==> src/rtl/decodificador_siete_segmentos_pkg.sv <==
// Shared seven-segment definitions: segment bit layout, hex decode table and default dwell.
// Used by the display-sniffing decoder and by the hex-to-seven-segment encoder.
package decodificador_siete_segmentos_pkg;

  localparam int ESTABLE_DEF = 4;
  localparam int NUM_DIGITOS = 4;

  // Segment a sits in the MSB and g in the LSB, as on the segmentos port.
  typedef struct packed {
    logic a;
    logic b;
    logic c;
    logic d;
    logic e;
    logic f;
    logic g;
  } siete_t;

  localparam logic [6:0] TABLA_SIETE [16] = '{
    7'h7E, 7'h30, 7'h6D, 7'h79, 7'h33, 7'h5B, 7'h5F, 7'h70,
    7'h7F, 7'h7B, 7'h77, 7'h1F, 7'h4E, 7'h3D, 7'h4F, 7'h47
  };

  function automatic logic [6:0] hex_a_siete(input logic [3:0] hex);
    return TABLA_SIETE[hex];
  endfunction

endpackage

==> src/rtl/decodificador_siete_segmentos_siete_a_hex.sv <==
// Combinational reverse lookup of a lit-segment pattern into its hex value.
// Zero latency; patterns outside the table raise invalido with valor forced to 0.
module siete_a_hex
  import decodificador_siete_segmentos_pkg::*;
(
  input  logic [6:0] segmentos,
  output logic [3:0] valor,
  output logic       invalido
);

  always_comb begin
    valor    = 4'h0;
    invalido = 1'b1;
    for (int i = 0; i < 16; i++) begin
      if (segmentos == TABLA_SIETE[i]) begin
        valor    = 4'(i);
        invalido = 1'b0;
      end
    end
  end

endmodule

==> src/rtl/decodificador_siete_segmentos.sv <==
// Recovers the 4-digit hex value from a multiplexed 7-segment display bus.
// Capture ESTABLE+1 cycles after pins settle, frame result 1 cycle later; no backpressure.
module decodificador_siete_segmentos
  import decodificador_siete_segmentos_pkg::*;
#(
  parameter int ESTABLE = ESTABLE_DEF
) (
  input  logic        clk,
  input  logic        reset,
  input  logic [6:0]  segmentos,
  input  logic [3:0]  anodos,
  output logic [15:0] valor,
  output logic        valido,
  output logic        error,
  output logic [3:0]  capturados
);

  localparam int CW = $clog2(ESTABLE + 1);

  siete_t                           s1_seg;
  siete_t                           prev_seg;
  logic [3:0]                       s1_an;
  logic [3:0]                       prev_an;
  logic [CW-1:0]                    cuenta;
  logic [NUM_DIGITOS-1:0][3:0]      retenido;
  logic                             malo;

  logic                             estable;
  logic                             captura;
  logic                             fin_trama;
  logic [3:0]                       nibble;
  logic                             invalido;
  logic [3:0]                       capt_sig;
  logic                             malo_sig;

  siete_a_hex u_siete_a_hex (
    .segmentos (s1_seg),
    .valor     (nibble),
    .invalido  (invalido)
  );

  // Blanking (no anode) and multi-anode glitches never count as a stable dwell.
  assign estable   = (s1_seg == prev_seg) && (s1_an == prev_an) && $onehot(s1_an);
  // Fires on the single edge where the counter steps to ESTABLE-1; saturation blocks repeats.
  assign captura   = estable && (cuenta == CW'(ESTABLE - 2));
  assign fin_trama = (capturados == 4'b1111);

  // A capture landing on the frame-end cycle seeds the next frame.
  always_comb begin
    capt_sig = fin_trama ? 4'b0000 : capturados;
    malo_sig = fin_trama ? 1'b0 : malo;
    if (captura) begin
      capt_sig = capt_sig | s1_an;
      malo_sig = malo_sig | invalido;
    end
  end

  always_ff @(posedge clk) begin
    if (reset) begin
      s1_seg     <= '0;
      prev_seg   <= '0;
      s1_an      <= 4'b0000;
      prev_an    <= 4'b0000;
      cuenta     <= '0;
      retenido   <= '0;
      malo       <= 1'b0;
      valor      <= 16'h0000;
      valido     <= 1'b0;
      error      <= 1'b0;
      capturados <= 4'b0000;
    end else begin
      s1_seg   <= segmentos;
      s1_an    <= anodos;
      prev_seg <= s1_seg;
      prev_an  <= s1_an;

      if (!estable) begin
        cuenta <= '0;
      end else if (cuenta != CW'(ESTABLE)) begin
        cuenta <= cuenta + CW'(1);
      end

      valido <= fin_trama && !malo;
      error  <= fin_trama && malo;
      if (fin_trama && !malo) begin
        valor <= retenido;
      end

      capturados <= capt_sig;
      malo       <= malo_sig;

      if (captura && !invalido) begin
        for (int k = 0; k < NUM_DIGITOS; k++) begin
          if (s1_an[k]) begin
            retenido[k] <= nibble;
          end
        end
      end
    end
  end

endmodule

==> config.mk <==
export PLATFORM = sky130hd
export DESIGN_NAME = decodificador_siete_segmentos
export DESIGN_NICKNAME = d
export VERILOG_FILES = /design/src/rtl/decodificador_siete_segmentos_pkg.sv /design/src/rtl/decodificador_siete_segmentos_siete_a_hex.sv /design/src/rtl/decodificador_siete_segmentos.sv
export SDC_FILE = /design/constraint.sdc
export NUM_CORES = 1
export LEC_CHECK = 0
export CAP_MARGIN = 20
export CORE_MARGIN = 2
export CORE_UTILIZATION = 49
export DETAILED_ROUTE_END_ITERATION = 10
export PLACE_DENSITY = 0.75
export SLEW_MARGIN = 20
export SYNTH_ARGS = -nofsm -noshare
export SYNTH_HDL_FRONTEND = slang
export SYNTH_SLANG_ARGS = --single-unit
==> constraint.sdc <==
create_clock -name clk -period 2.88 [get_ports clk]
set_clock_uncertainty 0.05 [all_clocks]
set_input_delay 0.576 -clock clk [delete_from_list [all_inputs] [get_ports clk]]
set_output_delay 0.576 -clock clk [all_outputs]
set_load 0.1 [all_outputs]
==> out/results.tsv <==
stage	metric	value	unit
logic_synthesis	syn_nets	325	
timing	Setup-failing EPs final	0	
critical_path	R2R setup slack	0.05	ns
logic_synthesis	Cell Area, Synth	2750	sq um
routing	DR vias/cell	5.30	
clock_network	CTS Buffer Depth	2	
critical_path	Bufs and invs on worst path	2	
clock_network	depth of the CTS H-tree	3	
logic_synthesis	sequential share of the synthesized area	46.5	%
run	Max Cap Viol	0	
timing	RSZ-0062 raised after global routing	yes	
layout	area grow syn2layout	23.9	%
clock_network	cts hold-fix bufs	0	
layout	multi-input combinational cell area	1390	sq um
die	FP Rows	27	
critical_path	Cell Chain, Critical Path	inv_2, fa_1, inv_1, ha_2, ha_4, or3b_4, nor2_1, nand4_1, o31ai_2, a21oi_1	
place	Placed Cells	406	
timing	maximum clock rate	353	MHz
die	Die Y-Extent	79.0	um
power	VDD IR max	0.000308	V
min_path	Hold WC Path Type	flip-flop to flip-flop	
logic_synthesis	Mean Syn Cell Area	9.00	sq um
critical_path	critical path arrival	3.00	ns
critical_path	Required @ worst endpoint	3.05	ns
logic_synthesis	Gate Count Post-Synth	306	
clock_network	Root Buffer	clkbuf_8	
routing	router iterations before antenna repair	4	
logic_synthesis	cell taking the most area after synthesis	dfxtp_1	
die	Starting Density	50.3	%
layout	# diodes	0	
critical_path	max incr delay on CP	0.52	ns
clock_network	Clock Sinks	64	
global_route	first-pass GRT wire length	9.30	mm
critical_path	WS Path Type	flip-flop to flip-flop	
layout	fill count	489	
clock_network	Clk pin slew, worst setup/hold paths	0.07	ns
timing	worst-margin pin slew	0.965	ns
layout	Finished Layout Cells	422	
global_route	Total Routing Usage GR	19.2	%
clock_network	# Post-CTS Setup Buffers	0	
routing	Routed WL per cell	13.2	um
timing	Max Slew Vio Count	0	
run_status	status	finished, final reports clean	
critical_path	Slowest cell on crit path	fa_1	
logic_synthesis	Synth cell types	50	
power	Static Leak	0.00140	uW
global_route	gr ovfl total	0	
logic_synthesis	main flop type after synthesis	dfxtp_1	
die	I/O pins	35	
routing	DR iter-0 viols	92	
timing	slew margin rel.	35.1	%
timing	final critical-path share of the clock period	98.3	%
routing	routed vias	2236	
timing	crit path time final	2.83	ns
routing	DRC viols	0	
critical_path	Crit Path Max Fanout	5	
logic_synthesis	Synth async-reset ratio	0	%
place	Final GP Congestion	0.774	
logic_synthesis	yosys warns	0	
timing	Final Hold Slack	0.400	ns
clock_network	TritonCTS Buffers	9	
layout	layout cells sized above 1	19.4	%
clock_network	CTS tree	built	
critical_path	Setup crit start kind	flip-flop	
place	port buffer count	34	
routing	ANT nets after route	0	
place	Post-DP HPWL	3.77	mm
layout	Final #Nets	364	
logic_synthesis	Synth area leaders	dfxtp_1 47%, nand2_1 7.1%, nor2b_1 4.5%, mux2i_1 4.4%, a21oi_1 4.2%	
critical_path	top cell family by delay on the critical path	adder cells	
global_route	pin count of the biggest net entering global routing	31	
global_route	initial antenna violation count	0	
critical_path	crit end category	flip-flop	
timing	Final Hold Viols	0	
routing	Post-Route WL	5.57	mm
die	core footprint	5470	sq um
logic_synthesis	flop and latch count out of synthesis	64	
clock_network	latest clock arrival within the worst-skew pair	0.34	ns
logic_synthesis	top cell type's share of synthesized area	46.5	%
layout	FF/Latch Area	1290	sq um
die	die width	79.0	um
global_route	vias in the first global route	1983	
die	die area	6240	sq um
power	power per cell area	555	nW/um^2
logic_synthesis	EDFF count, synth	0	
state kept, by name, summed over array words and instances (netlist names):
register / cells
retenido: 16
valor: 16
prev_seg: 7
s1_seg: 7
capturados: 4
prev_an: 4
s1_an: 4
cuenta: 3
error: 1
malo: 1
valido: 1
synth_stat cells, types with 3 or more instances:
master	count
nand4_1	5
xnor2_1	3
a21oi_1	23
buf_2	5
dfxtp_1	64
nand3_1	6
nor2_1	18
a22oi_1	4
inv_1	9
nand2_1	52
nor3_1	4
mux2i_1	12
o31ai_1	6
nand3b_1	4
xor2_1	10
ha_1	5
nor2b_1	20
o211ai_2	3
clkbuf_1	10
per-layer routing:
metal  vias up  GRT usage (%)  part of all wire, %
li1       1128              -                    -
met1      1055           24.5                   46
met2        49           30.1                   48
met3         4           5.91                  5.5
met4         0           8.28                 0.66
met5         -              0                    0
path summary, 6_finish.rpt:
kind,from,end,cells past startpoint
worst min register to register,retenido[1],valor[1],2
worst max register to register,s1_an[1],retenido[11],10
worst min-delay path,retenido[1],valor[1],2
worst max-delay path,s1_an[1],retenido[11],10
metrics by stage:
step	utilization (%)	area, sq um	setup TNS, ns	total power (uW)	worst slack [ns]
after CTS	62.2	3410	0	1900	0.0529
after detailed placement	57.6	3150	-1.06	1050	-0.100
final	62.3	3410	0	1890	0.0483
after global placement	57.6	3150	-0.496	1050	-0.0492
after floorplan	-	2770	0	1010	0.00766
after global routing	62.3	3410	-0.779	1960	-0.0918
tightest hold or removal path, stage by stage, from the launching register on:
cell	delay, ns
dfxtp_1	0.32
nand2_1	0.05
a21oi_1	0.05
cells by family (layout without fill, tap and decap cells):
group / count (synthesis) / in the layout / share of synthesized area, %
simple gates: 131 / 131 / 24.7
xor+xnor: 13 / 13 / 4.13
flops: 64 / 64 / 46.5
compound gates: 52 / 52 / 12.9
mux: 12 / 12 / 4.36
buf+inv: 28 / 72 / 4.36
fa+ha+maj: 6 / 6 / 3.00
what timing repair did:
item	CTS	global route
pin swaps	4	8
gates resized for setup	5	2
setup endpoints to repair	16	16
where the power goes:
group	total, uW	switching (uW)	internal [uW]
clock	859	349	510
sequential	923	23.9	899
combinational	112	53.4	59.0
total	1890	427	1470
layout by cell type, fill, tap and decap left out, types with 4 or more instances in the layout:
| cell | n |
|---|---|
| clkbuf_8 | 10 |
| clkdlybuf4s50_1 | 12 |
| nor3_1 | 4 |
| xor2_1 | 10 |
| buf_4 | 34 |
| o31ai_1 | 5 |
| nor2_1 | 18 |
| mux2i_1 | 12 |
| nor2b_1 | 20 |
| a21oi_1 | 23 |
| inv_1 | 7 |
| nand3_1 | 6 |
| nand2_1 | 52 |
| a22oi_1 | 4 |
| nand3b_1 | 4 |
| dfxtp_1 | 61 |
| nand4_1 | 5 |
layout make-up:
class,count,share of cell area [%]
flip-flops and latches,64,37.7
clock buffers,11,4.15
multi-input cells,214,40.8
clock inverters,5,2.35
well taps,72,2.64
repair buffers,47,11.3
inverters,9,0.990
(Power assumes the default switching activity.)
